[config.mk]
export PLATFORM = sky130hd
export DESIGN_NAME = vad_decision_ctrl
export DESIGN_NICKNAME = d
export VERILOG_FILES = /design/src/rtl/vad_pkg.sv /design/src/rtl/vad_hangover.sv /design/src/rtl/vad_decision_ctrl.sv
export SDC_FILE = /design/constraint.sdc
export NUM_CORES = 1
export LEC_CHECK = 0
export CAP_MARGIN = 20
export CORE_MARGIN = 3
export CORE_UTILIZATION = 53
export DETAILED_ROUTE_END_ITERATION = 10
export GPL_TIMING_DRIVEN = 1
export PLACE_DENSITY = 0.92
export REMOVE_ABC_BUFFERS = 1
export SETUP_SLACK_MARGIN = 0.05
export SLEW_MARGIN = 20
export SYNTH_ARGS = -nofsm -noshare
export SYNTH_HDL_FRONTEND = slang
export SYNTH_SLANG_ARGS = --single-unit
[constraint.sdc]
create_clock -name clk -period 4 [get_ports clk]
set_input_delay 0.4 -clock clk [delete_from_list [all_inputs] [get_ports clk]]
set_output_delay 0.4 -clock clk [all_outputs]
set_load 0.005 [all_outputs]
[src/rtl/vad_pkg.sv]
// Shared encodings for the VAD decision path: raw class codes and sequencer states.
package vad_pkg;

    localparam logic [1:0] CLS_NONE = 2'b00;
    localparam logic [1:0] CLS_1    = 2'b10;
    localparam logic [1:0] CLS_2    = 2'b01;

    typedef enum logic [1:0] {
        IDLE   = 2'd0,
        CMP    = 2'd1,
        SMOOTH = 2'd2,
        OUT    = 2'd3
    } state_e;

endpackage

[src/rtl/vad_hangover.sv]
// Speech hangover smoother: holds the speech flag for HANG_LEN frames after the last raw speech frame.
module vad_hangover #(
    parameter int unsigned HANG_LEN = 8
) (
    input  logic clk,
    input  logic rst,
    input  logic clr,
    input  logic upd,
    input  logic raw_speech,
    output logic vad
);

    localparam logic [7:0] HANG_INIT = 8'(HANG_LEN);

    logic [7:0] hang_q, hang_d;
    logic       vad_q, vad_d;

    always_comb begin
        hang_d = hang_q;
        vad_d  = vad_q;
        if (upd) begin
            if (raw_speech) begin
                hang_d = HANG_INIT;
                vad_d  = 1'b1;
            end else if (hang_q != '0) begin
                hang_d = hang_q - 8'd1;
                vad_d  = 1'b1;
            end else begin
                vad_d  = 1'b0;
            end
        end
    end

    always_ff @(posedge clk) begin
        if (rst || clr) begin
            hang_q <= '0;
            vad_q  <= 1'b0;
        end else begin
            hang_q <= hang_d;
            vad_q  <= vad_d;
        end
    end

    assign vad = vad_q;

endmodule

[src/rtl/vad_decision_ctrl.sv]
// Frame sequencer: score capture, signed compare, optional hangover smoothing, valid/ready decision output.
// Hangover smoothing is enabled by defining VAD_HANGOVER_EN.
module vad_decision_ctrl
    import vad_pkg::*;
#(
    parameter int unsigned SCORE_W  = 16,
    parameter int unsigned HANG_LEN = 8,
    parameter int unsigned FCNT_W   = 16
) (
    input  logic                      clk,
    input  logic                      rst,
    input  logic                      clear,
    input  logic                      score_valid,
    output logic                      score_ready,
    input  logic signed [SCORE_W-1:0] score0,
    input  logic signed [SCORE_W-1:0] score1,
    output logic                      dec_valid,
    input  logic                      dec_ready,
    output logic [1:0]                dec_class,
    output logic                      dec_vad,
    output logic [FCNT_W-1:0]         frame_cnt,
    output logic                      busy
);

    if (HANG_LEN < 1 || HANG_LEN > 255) begin : g_hang_len_check
        $error("HANG_LEN must be in 1..255");
    end

    state_e                    state_q, state_d;
    logic signed [SCORE_W-1:0] s0_q, s0_d, s1_q, s1_d;
    logic [1:0]                cls_q, cls_d;
    logic [FCNT_W-1:0]         fcnt_q, fcnt_d;
    logic                      speech_cmp;

    assign speech_cmp = (s1_q >= s0_q);

`ifdef VAD_HANGOVER_EN
    logic hang_vad;

    vad_hangover #(.HANG_LEN(HANG_LEN)) u_hangover (
        .clk        (clk),
        .rst        (rst),
        .clr        (clear),
        .upd        (state_q == SMOOTH),
        .raw_speech (cls_q == CLS_1),
        .vad        (hang_vad)
    );

    assign dec_vad = hang_vad;
`else
    logic vad_q, vad_d;

    assign dec_vad = vad_q;
`endif

    always_comb begin
        state_d     = state_q;
        s0_d        = s0_q;
        s1_d        = s1_q;
        cls_d       = cls_q;
        fcnt_d      = fcnt_q;
        score_ready = 1'b0;
        dec_valid   = 1'b0;
`ifndef VAD_HANGOVER_EN
        vad_d       = vad_q;
`endif
        case (state_q)
            IDLE: begin
                score_ready = !rst;
                if (score_valid) begin
                    s0_d    = score0;
                    s1_d    = score1;
                    state_d = CMP;
                end
            end
            CMP: begin
                cls_d = speech_cmp ? CLS_1 : CLS_2;
`ifdef VAD_HANGOVER_EN
                state_d = SMOOTH;
`else
                vad_d   = speech_cmp;
                state_d = OUT;
`endif
            end
`ifdef VAD_HANGOVER_EN
            SMOOTH: state_d = OUT;
`endif
            OUT: begin
                dec_valid = 1'b1;
                if (dec_ready) begin
                    fcnt_d  = fcnt_q + FCNT_W'(1);
                    state_d = IDLE;
                end
            end
            default: state_d = IDLE;
        endcase
    end

    always_ff @(posedge clk) begin
        if (rst || clear) begin
            state_q <= IDLE;
            s0_q    <= '0;
            s1_q    <= '0;
            cls_q   <= CLS_NONE;
            fcnt_q  <= '0;
`ifndef VAD_HANGOVER_EN
            vad_q   <= 1'b0;
`endif
        end else begin
            state_q <= state_d;
            s0_q    <= s0_d;
            s1_q    <= s1_d;
            cls_q   <= cls_d;
            fcnt_q  <= fcnt_d;
`ifndef VAD_HANGOVER_EN
            vad_q   <= vad_d;
`endif
        end
    end

    assign dec_class = cls_q;
    assign frame_cnt = fcnt_q;
    assign busy      = (state_q != IDLE);

endmodule

---- Yosys cells after proc, flatten, opt, wreduce, memory -nomap -nowiden ----
Cells that the tools add are included.
cells by class
  equal/unequal tests ..................... 4
  add/sub/neg operators ................... 1
  magnitude comparators ................... 1
  reductions and logical operators ........ 7
  muxes and demuxes ....................... 6
  shift operators ......................... 0
  bitwise logic cells ..................... 0
  $mul .................................... 0
  div/mod/pow operators ................... 0
operators by type and width
  operator                                        count
  adder 16 x 1 -> 16 bit (second input constant)  1
  >= comparator 16 bit                            1
  2-to-1 mux 2 bit                                3
  one-hot mux 2 bit (3 select lines)              1
  AND reduction 2 bit                             3
  inequality test 2 bit (second input constant)   2
  == test 2 x 1 -> 1 bit (second input constant)  1
  == test 2 bit (second input constant)           1
  zero test 2 bit                                 1
  2-to-1 mux 1 bit                                2
  nonzero test 2 bit                              1
  zero test 1 bit                                 1
  logical OR 1 bit                                1
storage, ports and cells
  RAM bits ................................ 0
  memory bits (read-only) ................. 0
  memories ................................ 0
  register bits ........................... 53
  output and inout bits ................... 22
  latch bits .............................. 0
  input bits .............................. 37

---- Depth between registers and ports, before layout ----
Gate-level depths: netlist (run 1).
  depth in word-level cells ............... 3
  mapped depth ............................ 7
  depth with buffers taken out ............ 7

---- Least setup slack after synthesis (run 1) ----
Ideal clock, no wire load.
  path kind ............................... register -> register
  start point ............................. register s0_q[15]
  end point ............................... register cls_q[0] (netlist: dec_class[0])
  path slack .............................. 2168 ps
  stages on the path, launching flop included .. 8
  buffers on the path ..................... 0
  arrival time ............................ 1713 ps
  data required time ...................... 3880 ps
  library setup time ...................... 120 ps
  cells stage by stage .................... dfxtp_1 inv_1 ha_1 nand4_2 or4_1 nand2_1 a311oi_1 o31a_1
on the way
  longest elaborated chain between the ends .. 2
RTL lines
  element                   line                      source
  start: declaration        vad_decision_ctrl.sv:30   logic signed [SCORE_W-1:0] s0_q, s0_d, s1_q, s1_d;
  start signal: assignment  vad_decision_ctrl.sv:102  s0_q <= '0;
  start signal: assignment  vad_decision_ctrl.sv:111  s0_q <= s0_d;
  >= comparator 16 bit      vad_decision_ctrl.sv:35   assign speech_cmp = (s1_q >= s0_q);
  2-to-1 mux 2 bit          vad_decision_ctrl.sv:77   cls_d = speech_cmp ? CLS_1 : CLS_2;
  end signal: assignment    vad_decision_ctrl.sv:113  cls_q <= cls_d;
  end: declaration          vad_decision_ctrl.sv:31   logic [1:0] cls_q, cls_d;
Every way passes these cells.
A chain may end at the register's enable or synchronous reset.

---- Worst setup path in the final report (run 1) ----
  start point ............................. register s0_q[11]
  end point ............................... register cls_q[0] (netlist: dec_class[0])
Same word-level chain as after synthesis.

==> impl_metrics.env, run 1 <==
export IMPL_finalHoldViolCount=0
export IMPL_postCtsResizedCells=0
export IMPL_grt_first_pass_wirelength_um=9200
export IMPL_final_net_count=405
export IMPL_avgViaCountPerCell=5.31
export IMPL_regToRegSetupSlack_ns=1.95
export IMPL_layout_min_cycle_time_ns=2.05
export IMPL_outcome="finished, final reports clean"
export IMPL_synth_top_cell_area_share=0.430
export IMPL_setup_viol=0
export IMPL_hp_start="s0_q[3]"
export IMPL_detail_route_antenna_nets=0
export IMPL_worst_slew_pin_transition_ns=1.00
export IMPL_number_of_global_route_vias_before_repair=2159
export IMPL_tritoncts_sink_count=52
export IMPL_power_report_internal_total_mw=0.738
export IMPL_p_comb_frac=0.135
export IMPL_maxClockFrequency_mhz=487
export IMPL_net_switching_power_mw=0.235
export IMPL_cell_depth_of_the_worst_flop_to_flop_path=7
export IMPL_start_kind="flip-flop"
export IMPL_synth_seq_cells=52
export IMPL_clk_latency_ns=0.31
export IMPL_power_sequential_fraction=0.551
export IMPL_clock_power_share=0.314
export IMPL_grt_setup_unrepaired="no"
export IMPL_cp_required_ns=4.25
export IMPL_gp_weighted_congestion=0.781
export IMPL_switching_share=0.242
export IMPL_drt_pass1_iter_count=4
export IMPL_portBuffers=58
export IMPL_synth_cell_area_um2=2420
export IMPL_timing_critical_path_fanout_max=3
export IMPL_totalWireLength_um=5300
export IMPL_synthesis_yosys_warnings=0
export IMPL_place_detailed_hpwl_um=3700
export IMPL_vias=2133
export IMPL_post_synth_top_area_cell="sky130_fd_sc_hd__dfxtp_1"
export IMPL_antennaDiodeCount=0
export IMPL_timing_setup_tns_ns=0
export IMPL_placement_rows=23
export IMPL_layout_worst_path_cycle_share=0.513
export IMPL_cts_reportedPaths_clkPinSlew_ns=0.09
export IMPL_postSynth_topFlopCell="sky130_fd_sc_hd__dfxtp_1"
export IMPL_most_frequent_cell_after_synthesis="sky130_fd_sc_hd__nand2_1"
export IMPL_cts_hold_buf=0
export IMPL_clock_h_tree_levels=2
export IMPL_ctsRootBufferMaster="sky130_fd_sc_hd__clkbuf_8"
export IMPL_synth_enable_flop_cells=0
export IMPL_worst_setup_path_type="flip-flop to flip-flop"
export IMPL_grtUsageTotal=0.214
export IMPL_globalRouteOverflowTotal=0
export IMPL_cts_setup_buffers=0
export IMPL_capture_instance_of_the_worst_register_to_register_path="dec_class[0]"
export IMPL_worstHoldPathCells=2
export IMPL_route_detailed_drc=0
export IMPL_worstPathArrival_ns=2.30
export IMPL_ctsLongestPathBuffers=2
export IMPL_drv_slew=0
export IMPL_worstSetupEndpointType="flip-flop"
export IMPL_capture_endpoint_of_the_worst_hold_path="s0_q[3]"
export IMPL_fp_dieW_um=73.6
export IMPL_drv_cap=0
export IMPL_cts_tree="yes"
export IMPL_netlist_top_cells_count="sky130_fd_sc_hd__nand2_1 (75), sky130_fd_sc_hd__dfxtp_1 (52), sky130_fd_sc_hd__a21oi_1 (41), sky130_fd_sc_hd__inv_1 (19), sky130_fd_sc_hd__nor2_1 (18)"
export IMPL_peakVddDrop_mv=0.215
export IMPL_synthCells=300
export IMPL_grt_max_degree=49
export IMPL_final_layout_size_suffix_gt1_frac=0.0455
export IMPL_dieArea_um2=5410
export IMPL_power_density_nw_per_um2=314
export IMPL_p_leak_nw=1.13
export IMPL_timing_max_slew_rel_slack=0.330
export IMPL_post_synthesis_mean_instance_area_um2=8.07
export IMPL_placeableCoreArea_um2=4200
export IMPL_synth_seq_area_share=0.430
export IMPL_flow_area_growth_from_synthesis_pct=27.9
export IMPL_final_setup_skew_ns=0.00682
export IMPL_cts_buffers_inserted=5
export IMPL_antenna_found_initial=0
export IMPL_ioPinCount=59
export IMPL_hp_class="flip-flop to flip-flop"
export IMPL_post_synth_num_cell_types=37
export IMPL_avgRoutedWirePerCell_um=13.2
export IMPL_die_height_um=73.6
export IMPL_drt_iter0_drc=103
export IMPL_synthArstFlopShare=0
export IMPL_worst_r2r_startpoint="s0_q[11]"
export IMPL_post_synth_main_area_contributors="sky130_fd_sc_hd__dfxtp_1 (43%), sky130_fd_sc_hd__nand2_1 (12%), sky130_fd_sc_hd__ha_1 (8.8%)"
export IMPL_final_hold_worst_slack_ns=0.460
export IMPL_start_util=0.576
==> worst max path at each step <==
stage | startpoint | end | cells past startpoint
floorplan | s0_q[15] | dec_class[0] | 7
global placement | score_valid | s1_q[5] | 4
detailed placement | score_valid | s1_q[15] | 4
CTS | s0_q[11] | dec_class[0] | 7
global route | s0_q[11] | dec_class[1] | 7
finish | s0_q[11] | dec_class[0] | 7
==> power groups by stage <==
stage	logic [mW]	clock network [mW]	registers, mW
after floorplan	0.0697	0	0.546
after global placement	0.127	0	0.547
after detailed placement	0.131	0	0.548
after CTS	0.131	0.311	0.536
after global routing	0.148	0.330	0.538
final	0.131	0.305	0.536
==> final cells by class <==
type / instances / area [um2]
timing repair buffer: 58 / 581
inverter: 19 / 71.3
clock buffer: 8 / 90.1
fill: 345 / 1110
sequential: 52 / 1040
tap: 50 / 62.6
multi-input combinational: 215 / 1250
==> per-stage QoR <==
step,utilization,std cells,total power [mW],area [um2],setup WS [ns]
after CTS,0.736,402,0.979,3090,1.96
after detailed placement,0.715,394,0.679,3000,1.81
after global placement,0.715,394,0.675,3000,1.86
after floorplan,-,286,0.616,2360,2.17
final,0.736,402,0.973,3090,1.95
after global routing,0.736,402,1.01,3090,1.82
==> sequential cells by signal, summed over array words and instances, names as in the netlist <==
register and cells:
dec_class 2, s1_q 16, frame_cnt 16, s0_q 16, state_q 2
==> placed cells by master (no fill, tap or decap), drive strengths merged <==
cell type,Yosys,layout
nand2,75,75
clkdlybuf4s50,0,58
dfxtp,52,52
a21oi,41,41
inv,19,19
nor2,18,18
ha,17,17
nand4,9,9
clkbuf,8,8
xnor2,7,7
nand3,6,6
o21ai,6,6
xor2,5,5
or3,4,4
nor2b,3,3
and3,3,3
nor3,3,3
nor4,3,3
and2,2,2
or2,1,1
a221oi,1,1
nand2b,1,1
o211ai,1,1
a21o,1,1
or4,1,1
a311oi,1,1
and2b,1,1
nor4bb,1,1
o31a,1,1
and4,1,1
mux2i,1,1
a31o,1,1
==> cell families (layout without fill, tap and decap cells) <==
logic type / after synthesis / count (layout) / synth area share
AOI/OAI and AO/OA: 53 / 53 / 0.118
xor gates and xnor gates: 12 / 12 / 0.0434
adders and majority gates: 17 / 17 / 0.0879
buffers and inverters: 33 / 85 / 0.0543
DFF: 52 / 52 / 0.430
muxes: 1 / 1 / 0.00414
and+or+nand+nor: 132 / 132 / 0.262
==> layer usage <==
metal	routed length (um)	part of all wire	vias up	GRT usage
met3	335	0.063	6	0.0629
met5	0	0	-	0
met2	2490	0.47	63	0.366
li1	-	-	1099	-
met1	2410	0.45	965	0.263
met4	61	0.012	0	0.0543
==> critical path: stages (launching register included) <==
cell and delay, ns:
sky130_fd_sc_hd__dfxtp_1 0.35, sky130_fd_sc_hd__inv_1 0.05, sky130_fd_sc_hd__ha_1 0.31, sky130_fd_sc_hd__nand4_1 0.17, sky130_fd_sc_hd__or3_1 0.40, sky130_fd_sc_hd__a21o_1 0.18, sky130_fd_sc_hd__a311oi_1 0.35, sky130_fd_sc_hd__o31a_1 0.19
No activity file was read; power rests on OpenSTA's default activity.
==> inputs of run 2 (changes only) <==
--- a/config.mk
+++ b/config.mk
@@ -7,10 +7,10 @@
 export LEC_CHECK = 0
 export CAP_MARGIN = 20
 export CORE_MARGIN = 3
-export CORE_UTILIZATION = 53
+export CORE_UTILIZATION = 44
 export DETAILED_ROUTE_END_ITERATION = 10
 export GPL_TIMING_DRIVEN = 1
-export PLACE_DENSITY = 0.92
+export PLACE_DENSITY = 0.82
 export REMOVE_ABC_BUFFERS = 1
 export SETUP_SLACK_MARGIN = 0.05
 export SLEW_MARGIN = 20
==> constraint.sdc (replaced) <==
create_clock -name clk -period 1.7 [get_ports clk]
set_input_delay 0.17 -clock clk [delete_from_list [all_inputs] [get_ports clk]]
set_output_delay 0.17 -clock clk [all_outputs]
set_load 0.005 [all_outputs]
==> run 2 against run 1 <==
Compared with the run above:
- the run now ends with negative setup slack left
- clock power is 140% higher
- critical endpoint unchanged
- sequential share of layout area shrank 3.4 points
- core utilization fell by 6.1 points
- register-to-register slack got worse by 2.1 ns
- global-route usage shrank 2.5 points
- fmax increased by 8.8%
- wire length rose by 12%
- combinational power increased to 3.1 times the previous value
- total power rose by 150%
- sequential cell count did not move
- design area rose by 14%
==> impl_metrics.env, run 2 (synthesized netlist as in run 1, its figures left out) <==
export IMPL_dp_cells=431
export IMPL_capture_instance_of_the_worst_register_to_register_path="dec_class[0]"
export IMPL_layout_core_utilization=0.675
export IMPL_timing_max_slew_rel_slack=0.746
export IMPL_gp_weighted_congestion=0.821
export IMPL_cts_buffers_inserted=5
export IMPL_fill_cells=413
export IMPL_grtUsageTotal=0.189
export IMPL_regToRegSetupSlack_ns=-0.19
export IMPL_antenna_found_initial=0
export IMPL_power_report_internal_total_mw=1.81
export IMPL_portBuffers=58
export IMPL_flow_area_growth_from_synthesis_pct=45.2
export IMPL_maxClockFrequency_mhz=530
export IMPL_placement_rows=26
export IMPL_net_switching_power_mw=0.592
export IMPL_placeableCoreArea_um2=5200
export IMPL_worstHoldPathCells=3
export IMPL_setup_viol=2
export IMPL_finalPower_mw=2.40
export IMPL_number_of_global_route_vias_before_repair=2222
export IMPL_final_net_count=424
export IMPL_fp_dieW_um=80.2
export IMPL_die_height_um=80.2
export IMPL_finalHoldViolCount=0
export IMPL_grt_first_pass_wirelength_um=9620
export IMPL_worst_r2r_startpoint="s0_q[13]"
export IMPL_totalWireLength_um=5950
export IMPL_commonest_cells_after_routing_fill_and_taps_aside="sky130_fd_sc_hd__nand2_1 (75), sky130_fd_sc_hd__clkdlybuf4s50_1 (57), sky130_fd_sc_hd__a21oi_1 (41)"
export IMPL_timing_critical_path_fanout_max=3
export IMPL_cell_depth_of_the_worst_flop_to_flop_path=7
export IMPL_route_detailed_drc=0
export IMPL_setup_ws_ns=-0.187
export IMPL_clock_h_tree_levels=2
export IMPL_globalRouteOverflowTotal=0
export IMPL_hp_class="primary input to flip-flop"
export IMPL_place_detailed_hpwl_um=3880
export IMPL_peakVddDrop_mv=0.356
export IMPL_detail_route_antenna_nets=0
export IMPL_worst_setup_path_type="flip-flop to flip-flop"
export IMPL_power_density_nw_per_um2=683
export IMPL_vias=2251
export IMPL_cts_tree="yes"
export IMPL_antennaDiodeCount=0
export IMPL_layout_cells_non_filler=441
export IMPL_capture_endpoint_of_the_worst_hold_path="s0_q[11]"
export IMPL_avgRoutedWirePerCell_um=13.5
export IMPL_start_util=0.465
export IMPL_outcome="finished with violations"
export IMPL_p_comb_frac=0.172
export IMPL_final_setup_skew_ns=0.0107
export IMPL_worstSetupEndpointType="flip-flop"
export IMPL_final_layout_size_suffix_gt1_frac=0.194
export IMPL_layout_min_cycle_time_ns=1.89
export IMPL_most_frequent_standard_cell_in_the_layout_excluding_fill_and_tap_cells="sky130_fd_sc_hd__nand2_1"
export IMPL_cts_hold_buf=0
export IMPL_final_hold_worst_slack_ns=0.403
export IMPL_tritoncts_sink_count=52
export IMPL_worstPathArrival_ns=2.09
export IMPL_cp_required_ns=1.90
export IMPL_cts_reportedPaths_clkPinSlew_ns=0.09
export IMPL_grt_max_degree=33
export IMPL_clk_latency_ns=0.30
export IMPL_ctsLongestPathBuffers=2
export IMPL_p_leak_nw=1.28
export IMPL_violations="negative setup slack"
export IMPL_ioPinCount=59
export IMPL_clock_power_share=0.300
export IMPL_ctsRootBufferMaster="sky130_fd_sc_hd__clkbuf_8"
export IMPL_start_kind="flip-flop"
export IMPL_avgViaCountPerCell=5.10
export IMPL_drv_cap=0
export IMPL_drt_pass1_iter_count=4
export IMPL_switching_share=0.247
export IMPL_drt_iter0_drc=72
export IMPL_grt_setup_unrepaired="yes"
export IMPL_drv_slew=0
export IMPL_dieArea_um2=6430
export IMPL_timing_setup_tns_ns=-0.335
export IMPL_power_sequential_fraction=0.529
export IMPL_worst_slew_pin_transition_ns=0.380
export IMPL_hp_start="score0[11]"
export IMPL_layout_worst_path_cycle_share=1.11
==> run 2: timing repair <==
item,in CTS,in global routing
pin swaps,19,5
gates resized for setup,36,8
buffers inserted,1,1
endpoints found under the setup margin,3,4
hold endpoints to repair,0,0
==> run 2: metal layers <==
layer / routed length [um] / up-vias / GRT usage
li1: - / 1138 / -
met1: 2670 / 1049 / 0.223
met2: 2840 / 55 / 0.325
met3: 364 / 9 / 0.0605
met4: 80 / 0 / 0.0625
met5: 0 / - / 0
==> run 2: area by class of cell <==
class	instances	area, um2	area share
inverters	19	71.3	0.0203
flip-flops and latches	52	1060	0.302
well taps	70	87.6	0.0249
clock buffers	8	90.1	0.0256
multi-input cells	215	1450	0.413
repair buffers	77	751	0.214
==> run 2: through the flow <==
stage                     worst slack (ns)  instance area (um2)
after global placement              -0.182                 3180
after global routing                -0.246                 3510
after detailed placement            -0.277                 3180
final                               -0.187                 3510
after floorplan                     -0.132                 2360
after CTS                           -0.162                 3480
==> run 2: critical path, cell delays in order (launching register included) <==
cell and delay [ns]:
sky130_fd_sc_hd__dfxtp_2 0.34, sky130_fd_sc_hd__inv_1 0.06, sky130_fd_sc_hd__ha_4 0.28, sky130_fd_sc_hd__nand4_4 0.11
sky130_fd_sc_hd__or3_1 0.36, sky130_fd_sc_hd__a21o_1 0.19, sky130_fd_sc_hd__nor4bb_4 0.17, sky130_fd_sc_hd__o31a_1 0.27
==> run 2: how the worst max path moves through the flow <==
stage | startpoint | to | slack [ns] | cells after the start
after floorplan | s0_q[15] | dec_class[0] | -0.13 | 7
after global placement | s0_q[14] | dec_class[0] | -0.18 | 7
after detailed placement | s0_q[14] | dec_class[0] | -0.28 | 7
after CTS | s0_q[7] | dec_class[0] | -0.16 | 7
after global routing | s0_q[7] | dec_class[0] | -0.25 | 7
final | s0_q[13] | dec_class[0] | -0.19 | 7
==> run 2: power by group through the flow <==
stage                     combinational [mW]  sequential [mW]  clock [mW]
after detailed placement               0.344             1.29           0
after global routing                   0.450             1.27       0.790
after CTS                              0.405             1.27       0.736
after global placement                 0.334             1.29           0
final                                  0.411             1.27       0.719
after floorplan                        0.164             1.29           0
==> inputs of run 3 (changes only) <==
--- a/config.mk
+++ b/config.mk
@@ -8,12 +8,12 @@
 export CAP_MARGIN = 20
 export CORE_MARGIN = 3
 export CORE_UTILIZATION = 44
+export CTS_CLUSTER_DIAMETER = 50
 export DETAILED_ROUTE_END_ITERATION = 10
 export GPL_TIMING_DRIVEN = 1
 export PLACE_DENSITY = 0.82
 export REMOVE_ABC_BUFFERS = 1
 export SETUP_SLACK_MARGIN = 0.05
-export SLEW_MARGIN = 20
 export SYNTH_ARGS = -nofsm -noshare
 export SYNTH_HDL_FRONTEND = slang
 export SYNTH_SLANG_ARGS = --single-unit
==> results of run 3 <==
Final layout, timing and power as in run 2 (identical DEF).
